File: src/rtl/acl2_stream_group_capture_if.sv
// Purpose : bundles the ACL2 byte-stream input and the captured-group output slot.
// Ports   : stream byte/strobe/group level, o_data/o_valid/i_ready slot, error pulses, good-group count.
// Modports: master = capture block (drives results), slave = stream source / consumer side.
interface acl2_stream_group_capture_if #(
  parameter int parm_group_bytes = 8,
  parameter int parm_cnt_bits    = 16
);
  logic [7:0]                    i_rd_data_stream;
  logic                          i_rd_data_byte_valid;
  logic                          i_rd_data_group_valid;
  logic [8*parm_group_bytes-1:0] o_data;
  logic                          o_valid;
  logic                          i_ready;
  logic                          o_err_short;
  logic                          o_err_long;
  logic                          o_err_timeout;
  logic                          o_overrun;
  logic [parm_cnt_bits-1:0]      o_groups_ok;

  modport master (
    input  i_rd_data_stream, i_rd_data_byte_valid, i_rd_data_group_valid, i_ready,
    output o_data, o_valid, o_err_short, o_err_long, o_err_timeout, o_overrun, o_groups_ok
  );

  modport slave (
    output i_rd_data_stream, i_rd_data_byte_valid, i_rd_data_group_valid, i_ready,
    input  o_data, o_valid, o_err_short, o_err_long, o_err_timeout, o_overrun, o_groups_ok
  );
endinterface

File: src/rtl/acl2_stream_group_capture.sv
// Purpose : packs a strobed ACL2 SPI byte stream, framed by a group-valid level, into one wide word.
// Latency : o_valid rises 1 clock after group_valid is seen low on a complete, good group.
// Backpres: single output slot; a good group finishing while the slot is still full is dropped (o_overrun).
// Ports   : i_clk_20mhz, i_rst_20mhz (async, active high), bus = acl2_stream_group_capture_if.master.
module acl2_stream_group_capture #(
  parameter int parm_group_bytes    = 8,
  parameter int parm_msb_first      = 1,
  parameter int parm_timeout_cycles = 4096,
  parameter int parm_cnt_bits       = 16
) (
  input logic                         i_clk_20mhz,
  input logic                         i_rst_20mhz,
  acl2_stream_group_capture_if.master bus
);
  localparam int DW = 8 * parm_group_bytes;
  localparam int CW = $clog2(parm_group_bytes + 1);
  localparam int TW = $clog2(parm_timeout_cycles + 1);

  localparam logic [CW-1:0] LAST_IDX  = CW'(parm_group_bytes - 1);
  localparam logic [TW-1:0] TIMER_MAX = TW'(parm_timeout_cycles - 1);

  localparam logic [1:0] ST_WAIT_GROUP = 2'd0;
  localparam logic [1:0] ST_CAPTURE    = 2'd1;
  localparam logic [1:0] ST_DONE_CYCLE = 2'd2;
  localparam logic [1:0] ST_DRAIN      = 2'd3;

  logic [1:0]    state;
  logic [CW-1:0] count;
  logic [TW-1:0] timer;
  logic [DW-1:0] sr;
  logic          bad;   // group saw an extra strobe after the last byte

  // Place one byte into the shift register according to the configured byte order.
  function automatic logic [DW-1:0] insert_byte(input logic [DW-1:0] cur,
                                                 input logic [CW-1:0] idx,
                                                 input logic [7:0]    b);
    logic [DW-1:0] r;
    if (parm_msb_first != 0) begin
      r = (cur << 8) | DW'(b);
    end else begin
      r = cur;
      r[8*int'(idx) +: 8] = b;
    end
    return r;
  endfunction

  always_ff @(posedge i_clk_20mhz or posedge i_rst_20mhz) begin
    if (i_rst_20mhz) begin
      state             <= ST_WAIT_GROUP;
      count             <= '0;
      timer             <= '0;
      sr                <= '0;
      bad               <= 1'b0;
      bus.o_data        <= '0;
      bus.o_valid       <= 1'b0;
      bus.o_err_short   <= 1'b0;
      bus.o_err_long    <= 1'b0;
      bus.o_err_timeout <= 1'b0;
      bus.o_overrun     <= 1'b0;
      bus.o_groups_ok   <= '0;
    end else begin
      bus.o_err_short   <= 1'b0;
      bus.o_err_long    <= 1'b0;
      bus.o_err_timeout <= 1'b0;
      bus.o_overrun     <= 1'b0;

      // Consumer accept; a publish later in this block may re-raise o_valid.
      if (bus.o_valid && bus.i_ready) begin
        bus.o_valid <= 1'b0;
      end

      case (state)
        ST_WAIT_GROUP: begin
          count <= '0;
          timer <= '0;
          sr    <= '0;
          bad   <= 1'b0;
          if (bus.i_rd_data_group_valid) begin
            state <= ST_CAPTURE;
            // A strobe coincident with the group rise is the first byte.
            if (bus.i_rd_data_byte_valid) begin
              sr    <= insert_byte('0, '0, bus.i_rd_data_stream);
              count <= CW'(1);
              if (parm_group_bytes == 1) begin
                state <= ST_DONE_CYCLE;
              end
            end
          end
        end

        ST_CAPTURE: begin
          if (!bus.i_rd_data_group_valid) begin
            bus.o_err_short <= 1'b1;
            state           <= ST_WAIT_GROUP;
          end else if (bus.i_rd_data_byte_valid) begin
            sr    <= insert_byte(sr, count, bus.i_rd_data_stream);
            count <= count + 1'b1;
            timer <= '0;
            if (count == LAST_IDX) begin
              state <= ST_DONE_CYCLE;
            end
          end else if (timer == TIMER_MAX) begin
            bus.o_err_timeout <= 1'b1;
            state             <= ST_DRAIN;
          end else begin
            timer <= timer + 1'b1;
          end
        end

        ST_DONE_CYCLE: begin
          if (!bus.i_rd_data_group_valid) begin
            state <= ST_WAIT_GROUP;
            if (!bad) begin
              if (!bus.o_valid || bus.i_ready) begin
                bus.o_data      <= sr;
                bus.o_valid     <= 1'b1;
                bus.o_groups_ok <= bus.o_groups_ok + 1'b1;
              end else begin
                bus.o_overrun <= 1'b1;
              end
            end
          end else if (bus.i_rd_data_byte_valid && !bad) begin
            bus.o_err_long <= 1'b1;
            bad            <= 1'b1;
          end
        end

        default: begin  // ST_DRAIN
          if (!bus.i_rd_data_group_valid) begin
            state <= ST_WAIT_GROUP;
          end
        end
      endcase
    end
  end
endmodule
File: src/flat_wrapper.sv
// flat-port wrapper written by rule: the top's interface ports become plain ports
module acl2_stream_group_capture_flat 
#(
  parameter int parm_group_bytes    = 8,
  parameter int parm_msb_first      = 1,
  parameter int parm_timeout_cycles = 4096,
  parameter int parm_cnt_bits       = 16
)
  (i_clk_20mhz, i_rst_20mhz, bus_i_rd_data_stream, bus_i_rd_data_byte_valid, bus_i_rd_data_group_valid, bus_i_ready, bus_o_data, bus_o_valid, bus_o_err_short, bus_o_err_long, bus_o_err_timeout, bus_o_overrun, bus_o_groups_ok);
  acl2_stream_group_capture_if #(.parm_group_bytes(parm_group_bytes), .parm_cnt_bits(parm_cnt_bits)) bus_i ();
  input logic i_clk_20mhz;
  input logic i_rst_20mhz;
  input wire logic [$bits(bus_i.i_rd_data_stream)-1:0] bus_i_rd_data_stream;
  input wire logic [$bits(bus_i.i_rd_data_byte_valid)-1:0] bus_i_rd_data_byte_valid;
  input wire logic [$bits(bus_i.i_rd_data_group_valid)-1:0] bus_i_rd_data_group_valid;
  input wire logic [$bits(bus_i.i_ready)-1:0] bus_i_ready;
  output wire logic [$bits(bus_i.o_data)-1:0] bus_o_data;
  output wire logic [$bits(bus_i.o_valid)-1:0] bus_o_valid;
  output wire logic [$bits(bus_i.o_err_short)-1:0] bus_o_err_short;
  output wire logic [$bits(bus_i.o_err_long)-1:0] bus_o_err_long;
  output wire logic [$bits(bus_i.o_err_timeout)-1:0] bus_o_err_timeout;
  output wire logic [$bits(bus_i.o_overrun)-1:0] bus_o_overrun;
  output wire logic [$bits(bus_i.o_groups_ok)-1:0] bus_o_groups_ok;
  assign bus_i.i_rd_data_stream = bus_i_rd_data_stream;
  assign bus_i.i_rd_data_byte_valid = bus_i_rd_data_byte_valid;
  assign bus_i.i_rd_data_group_valid = bus_i_rd_data_group_valid;
  assign bus_i.i_ready = bus_i_ready;
  assign bus_o_data = bus_i.o_data;
  assign bus_o_valid = bus_i.o_valid;
  assign bus_o_err_short = bus_i.o_err_short;
  assign bus_o_err_long = bus_i.o_err_long;
  assign bus_o_err_timeout = bus_i.o_err_timeout;
  assign bus_o_overrun = bus_i.o_overrun;
  assign bus_o_groups_ok = bus_i.o_groups_ok;
  acl2_stream_group_capture #(.parm_group_bytes(parm_group_bytes), .parm_msb_first(parm_msb_first), .parm_timeout_cycles(parm_timeout_cycles), .parm_cnt_bits(parm_cnt_bits)) u_core (.i_clk_20mhz(i_clk_20mhz), .i_rst_20mhz(i_rst_20mhz), .bus(bus_i));
endmodule
File: config.mk
export PLATFORM = sky130hd
export DESIGN_NAME = acl2_stream_group_capture_flat
export DESIGN_NICKNAME = d
export VERILOG_FILES = /design/src/rtl/acl2_stream_group_capture_if.sv /design/src/rtl/acl2_stream_group_capture.sv /design/src/flat_wrapper.sv
export SDC_FILE = /design/constraint.sdc
export NUM_CORES = 1
export LEC_CHECK = 0
export BUFFER_PORTS_ARGS = -buffer_cell sky130_fd_sc_hd__buf_2
export CORE_ASPECT_RATIO = 0.6
export CORE_MARGIN = 5
export CORE_UTILIZATION = 30
export DETAILED_ROUTE_END_ITERATION = 10
export PLACE_DENSITY = 0.58
export SKIP_LAST_GASP = 1
export SYNTH_ARGS = -nofsm -noshare
export SYNTH_HDL_FRONTEND = slang
export SYNTH_SLANG_ARGS = --single-unit
File: constraint.sdc
create_clock -name i_clk_20mhz -period 4.7 [get_ports i_clk_20mhz]
set_input_delay 0.235 -clock i_clk_20mhz [delete_from_list [all_inputs] [get_ports i_clk_20mhz]]
set_output_delay 0.235 -clock i_clk_20mhz [all_outputs]
set_load 0.05 [all_outputs]
==> metrics.yaml, run 1 <==
setup_path:
  startpoint_type: "register"
  r2r_slack_ns: 1.98
  worstRegToRegCells: 5
  path_class: "reg -> reg"
  crit_arrival_ns: 3.07
  critPathCaptureType: "register"
  critPathMaxFanout: 40
  crit_required_ns: 5.06
timing:
  hold_viol_final: 0
  max_freq_mhz: 368
  setup_tns_ns: 0
  setup_violations: 0
  fin_crit_ns: 2.72
  rsz0062_at_grt: "no"
  drv_slew: 0
  finalWorstSetupSlack_ns: 1.98
  tightestPinTransition_ns: 0.983
  relSlewSlack: 0.336
  skew_ns: 0.00844
  fin_crit_sh: 0.578
routing:
  ant_nets: 0
  routed-via-count: 4668
  drc: 0
  avgRoutedWirePerCell_um: 16.4
  wl_um: 16200
  drtIter0Drc: 308
  drt_first_pass_iters: 4
  routed_via_density: 4.72
cells_and_area:
  num_antenna_cells: 0
  design_area_um2: 7960
  nets: 707
  drive_above_1_share: 0.206
  synthToLayoutAreaGrowth_pct: 19.3
  fin_util: 0.362
power_and_ir_drop:
  power_density_nw_per_um2: 371
  p_leak_nw: 4.25
  vdd_ir_drop_max_mv: 0.266
  finalPower_mw: 2.95
run:
  maxCapViolCount: 0
yosys:
  yosysSeqAreaShare: 0.634
  yosysWarnings: 0
  syn-cell-area_um2: 6670
  synthTopCellsByArea: "dfrtp_1 (63%), nand2_1 (12%), a22o_1 (8.8%), xnor2_1 (1.6%), buf_6 (1.0%)"
  synth_seq_cells: 169
  netlist.top_cell.by_area: "dfrtp_1"
  synth_nets: 622
  synth-main-ff-cell: "dfrtp_1"
  syn_inst: 606
  syn_area_per_cell_um2: 11.0
  synth_top_area_share: 0.634
  ys_async_sr_fraction: 1.00
  synth_edf_count: 0
  synth_cell_types: 46
min_path:
  hold_depth: 2
  hold_class: "in -> reg"
global_routing:
  grt_max_degree: 170
  antenna_found_initial: 0
  overflow: 0
  use_met3: 0.0370
  met1_usage: 0.212
  grtUsageMet2: 0.165
  grt_pass1_vias: 4629
  grt_pass1_wl_um: 26500
  grt_use_total: 0.130
  top_usage_layer: "met1"
cts:
  h-tree-depth: 4
  cts_tree: "built"
  clk_latency_ns: 0.42
  cts_hold_buffers: 0
  cts_made_buffers: 17
  clk_path_buf_depth: 2
  post_cts_buffers: 0
  cts_sinks: 169
  cts_resized: 0
  cts_root_buf: "clkbuf_16"
  clkSlewWorstSetupHoldPaths_ns: 0.06
placement:
  port_buffers: 97
  dpl_cell_area_um2: 7380
  gp_congestion: 0.820
  pre_cts_slack_ns: 1.95
  dp_hpwl_um: 10400
floorplan:
  pin_count: 98
  die-height_um: 125
  initial_utilization: 0.304
  num_rows: 42
  die_area_um2: 25400
  die_x_um: 202
  core-area_um2: 22000
status:
  outcome: "complete, no violations"
cell type report:
type	instances	area [um^2]
clock buffer	18	429
tap	286	358
multi-input combinational	397	2240
clock inverter	14	148
inverter	5	22.5
fill	2215	14000
timing repair buffer	101	528
sequential	169	4230
layer usage:
| layer | vias up | wire [um] |
|---|---|---|
| met5 | - | 0 |
| met4 | 0 | 63 |
| met3 | 6 | 869 |
| met2 | 112 | 6250 |
| met1 | 2307 | 9020 |
| li1 | 2243 | - |
Yosys cell counts (2+ instances only):
master    instances
a21boi_0          2
a21oi_1           4
a221o_1           4
a22o_1           67
a31oi_1           3
and3_1            7
and4_1            3
buf_1             5
buf_2             8
buf_6             6
clkbuf_1         15
dfrtp_1         169
ha_1              3
inv_1             5
nand2_1         212
nand2b_1          4
nand3_1          12
nand4_1           6
nor2_1           11
nor2_2            2
nor2b_1           2
nor3_1            3
nor4_1            5
nor4_4            2
o21a_1            2
o21ai_0           8
xnor2_1          12
xor2_1            6
power by group:
| group | total, mW | internal (mW) | switching [mW] |
|---|---|---|---|
| sequential | 1.48 | 1.47 | 0.0108 |
| combinational | 0.0857 | 0.0204 | 0.0652 |
| clock | 1.39 | 0.787 | 0.600 |
| total | 2.95 | 2.27 | 0.676 |
sequential cells by signal (all words and copies together), names as in the netlist, 2 cells and up:
name	flops
u_core.sr	64
u_core.state	2
u_core.count	4
u_core.bus.o_groups_ok	16
u_core.timer	13
u_core.bus.o_data	64
stage by stage:
stage          hold slack, ns  std cells
2_1_floorplan           0.375        606
3_3_place_gp            0.449        958
3_5_place_dp            0.450        958
4_1_cts                0.0260        990
5_1_grt                0.0388        990
6_report               0.0423        990
kinds of logic (layout without fill, tap and decap cells):
group	Yosys count	count (layout)	synth area share
flip-flops	169	169	0.634
buffers and inverters	40	138	0.0313
AND/OR/NAND/NOR	277	277	0.183
XOR/XNOR	18	18	0.0236
multiplexers	1	1	0.00169
adder cells (fa/ha/maj)	3	3	0.00563
AO/OA/AOI/OAI	98	98	0.120
critical path, cell delays in order (launching register included):
cell,delay [ns]
dfrtp_1,0.47
or4b_1,0.76
nor2_4,0.79
buf_4,0.44
nand2_1,0.11
nand2_1,0.06
cell usage in the layout, fill, tap and decap left out, types with 4 or more instances in the layout:
cell type  instances
a22o_1            67
xnor2_1           12
clkbuf_16         17
a21oi_1            4
inv_1              4
nand3_1           12
nor4_1             5
clkinv_2           4
buf_2             97
a221o_1            4
nand2_1          212
dfrtp_1          169
and3_1             7
xor2_1             6
o21ai_0            8
nor2_1            10
nand2b_1           4
nand4_1            6
path summary, 6_finish.rpt:
check / end / start
max: u_core.bus.o_data[54] / u_core.state[0]
min: u_core.sr[3] / bus_i_rd_data_stream[3]
min reg2reg: u_core.bus.o_err_long / u_core.bad
max in group asynchronous: u_core.sr[20] / i_rst_20mhz
min in group asynchronous: u_core.bus.o_groups_ok[8] / i_rst_20mhz
max reg2reg: u_core.bus.o_data[54] / u_core.state[0]
Power figures use the tool's default switching activity.
==> inputs of run 2 (changes only) <==
clock period = 2.23 ns   (was 4.7 ns; I/O delays follow)
==> metrics.yaml, run 2 (synthesis gave the netlist of run 1 again) <==
timing:
  drv_slew: 0  # unchanged
  fin_crit_ns: 2.01
  tightestPinTransition_ns: 0.730  # -0.253 ns
  fin_crit_sh: 0.903
  rsz0062_at_grt: "no"
  hold_viol_final: 0  # unchanged
  relSlewSlack: 0.513  # +0.177
  setup_violations: 0  # unchanged
  finalWorstSetupSlack_ns: 0.217  # -1.77 ns
  max_freq_mhz: 497
  skew_ns: 0.00888  # +0.000446 ns
power_and_ir_drop:
  p_leak_nw: 4.37  # +2.7%
  finalPower_mw: 6.30  # +110%
  power_density_nw_per_um2: 770  # +110%
  vdd_ir_drop_max_mv: 0.511  # +92%
global_routing:
  grt_max_degree: 79  # -54%
  grt_use_total: 0.130  # +0.000726
  grt_pass1_wl_um: 26400  # -0.34%
  overflow: 0  # unchanged
  grt_pass1_vias: 4646  # +0.37%
  antenna_found_initial: 0  # unchanged
routing:
  drc: 0  # unchanged
  drtIter0Drc: 340  # +10%
  drt_first_pass_iters: 4  # unchanged
  ant_nets: 0  # unchanged
  routed_via_density: 4.73  # +0.28%
  avgRoutedWirePerCell_um: 15.9  # -2.6%
  routed-via-count: 4771  # +2.2%
  wl_um: 16100  # -0.74%
cells_and_area:
  largestRegisters: "u_core.bus.o_data x64, u_core.sr x64, u_core.bus.o_groups_ok x16"
  drive_above_1_share: 0.210  # +0.00427
  synthToLayoutAreaGrowth_pct: 22.8
  num_antenna_cells: 0  # unchanged
  nets: 728  # +3.0%
  fin_cells: 1009  # +1.9%
  final_common_cell: "nand2_1"
  layout_common_cells: "nand2_1 (212), dfrtp_1 (169), buf_2 (97)"
floorplan:
  pin_count: 98  # unchanged
  die_area_um2: 25400  # unchanged
  initial_utilization: 0.304  # unchanged
  num_rows: 42  # unchanged
  die_x_um: 202  # unchanged
  die-height_um: 125  # unchanged
  core-area_um2: 22000  # unchanged
cts:
  cts_root_buf: "clkbuf_16"
  clk_path_buf_depth: 2  # unchanged
  post_cts_buffers: 0  # unchanged
  clkSlewWorstSetupHoldPaths_ns: 0.06  # about the same
  cts_tree: "built"
  cts_resized: 0  # unchanged
  cts_made_buffers: 17  # unchanged
  cts_sinks: 169  # unchanged
  clk_latency_ns: 0.42  # about the same
  h-tree-depth: 4  # unchanged
setup_path:
  cpMaxStageDelayCell: "or4b_1"
  crit_arrival_ns: 2.31  # -0.76 ns
  worstReg2RegEnd: "u_core.bus.o_groups_ok[13]"
  crit_chain: "dlygate4sd3_1 -> buf_2 -> or4b_1 -> nor4_4 -> nand3_1 -> xnor2_1"
  critPathCaptureType: "register"
  startpoint_type: "input port"
  r2r_slack_ns: 0.26  # -1.72 ns
  cpPeakStageDelay_ns: 0.73  # -0.06 ns
  worstRegToRegCells: 4  # -1
  endpoint: "u_core.bus.o_groups_ok[13]"
  critical_path.startpoint: "bus_i_rd_data_group_valid"
  rr_startpoint: "u_core.state[0]"
  path_class: "in -> reg"
  critPathMaxFanout: 10  # -75%
  crit_required_ns: 2.53  # -2.53 ns
run:
  maxCapViolCount: 0  # unchanged
min_path:
  hold_class: "in -> reg"
placement:
  port_buffers: 97  # unchanged
  gp_congestion: 0.831  # +1.4%
  dp_hpwl_um: 10600  # +2.3%
  dpl.cell_count: 969  # +1.1%
  pre_cts_slack_ns: 0.244  # -1.70 ns
status:
  outcome: "complete, no violations"
run 2: cell count changes in the layout (fill, tap and decap cells not counted), sizes merged:
cell	change
inv	-3
dlygate4sd3	+10
clkinv	-3
clkinvlp	-1
bufinv	+1
buf	+11
clkbuf	+4
run 2: what timing repair did:
item	CTS	global route
endpoints found under the setup margin	0	0
hold buffers	10	0
hold endpoints to repair	20	0
run 2: final cells by class:
class	count	area [um^2]
Timing Repair Buffer	122	748
Clock inverter	8	121
Tap cell	286	358
Multi-Input combinational cell	397	2240
Clock buffer	22	464
Fill cell	2193	13800
Inverter	5	22.5
Sequential cell	169	4230
run 2: critical path, delay by kind of cell:
| family | cells | cell delay, ns |
|---|---|---|
| and+or+nand+nor | 3 | 1.34 |
| buffers and inverters | 2 | 0.72 |
| xor gates and xnor gates | 1 | 0.15 |
run 2: worst min-delay path by stage:
stage,startpoint,end,slack (ns),cells past startpoint
4_1_cts,bus_i_rd_data_byte_valid,u_core.state[1],0.06,3
2_1_floorplan,bus_i_rd_data_stream[0],u_core.sr[0],0.25,1
6_report,bus_i_rd_data_byte_valid,u_core.state[1],0.08,3
3_3_place_gp,i_rst_20mhz,u_core.bus.o_data[61],0.11,2
5_1_grt,bus_i_rd_data_byte_valid,u_core.bus.o_err_long,0.10,3
3_5_place_dp,i_rst_20mhz,u_core.bus.o_data[62],0.11,2
run 2: routing by layer:
metal	global-route usage	vias to the layer above	wire length, um
met3	0.0399	4	1050
met4	0.0383	0	34
met2	0.168	120	6330
met1	0.206	2357	8670
met5	0	-	0
li1	-	2290	-
run 2: stage by stage:
stage	hold WS [ns]	cell area, um^2	TNS (ns)	utilization
2_1_floorplan	0.251	6670	-6.12	-
6_report	0.0796	8190	0	0.373
3_3_place_gp	0.113	7500	0	0.342
3_5_place_dp	0.110	7500	0	0.342
5_1_grt	0.103	8190	0	0.373
4_1_cts	0.0594	8190	0	0.373
run 2: power by group:
part | switching [mW] | leakage (nW) | internal [mW] | total (mW)
registers | 0.0200 | 2.35 | 3.09 | 3.11
clock network | 1.18 | 0.286 | 1.81 | 2.98
logic | 0.145 | 1.73 | 0.0643 | 0.209
total | 1.34 | 4.37 | 4.96 | 6.30
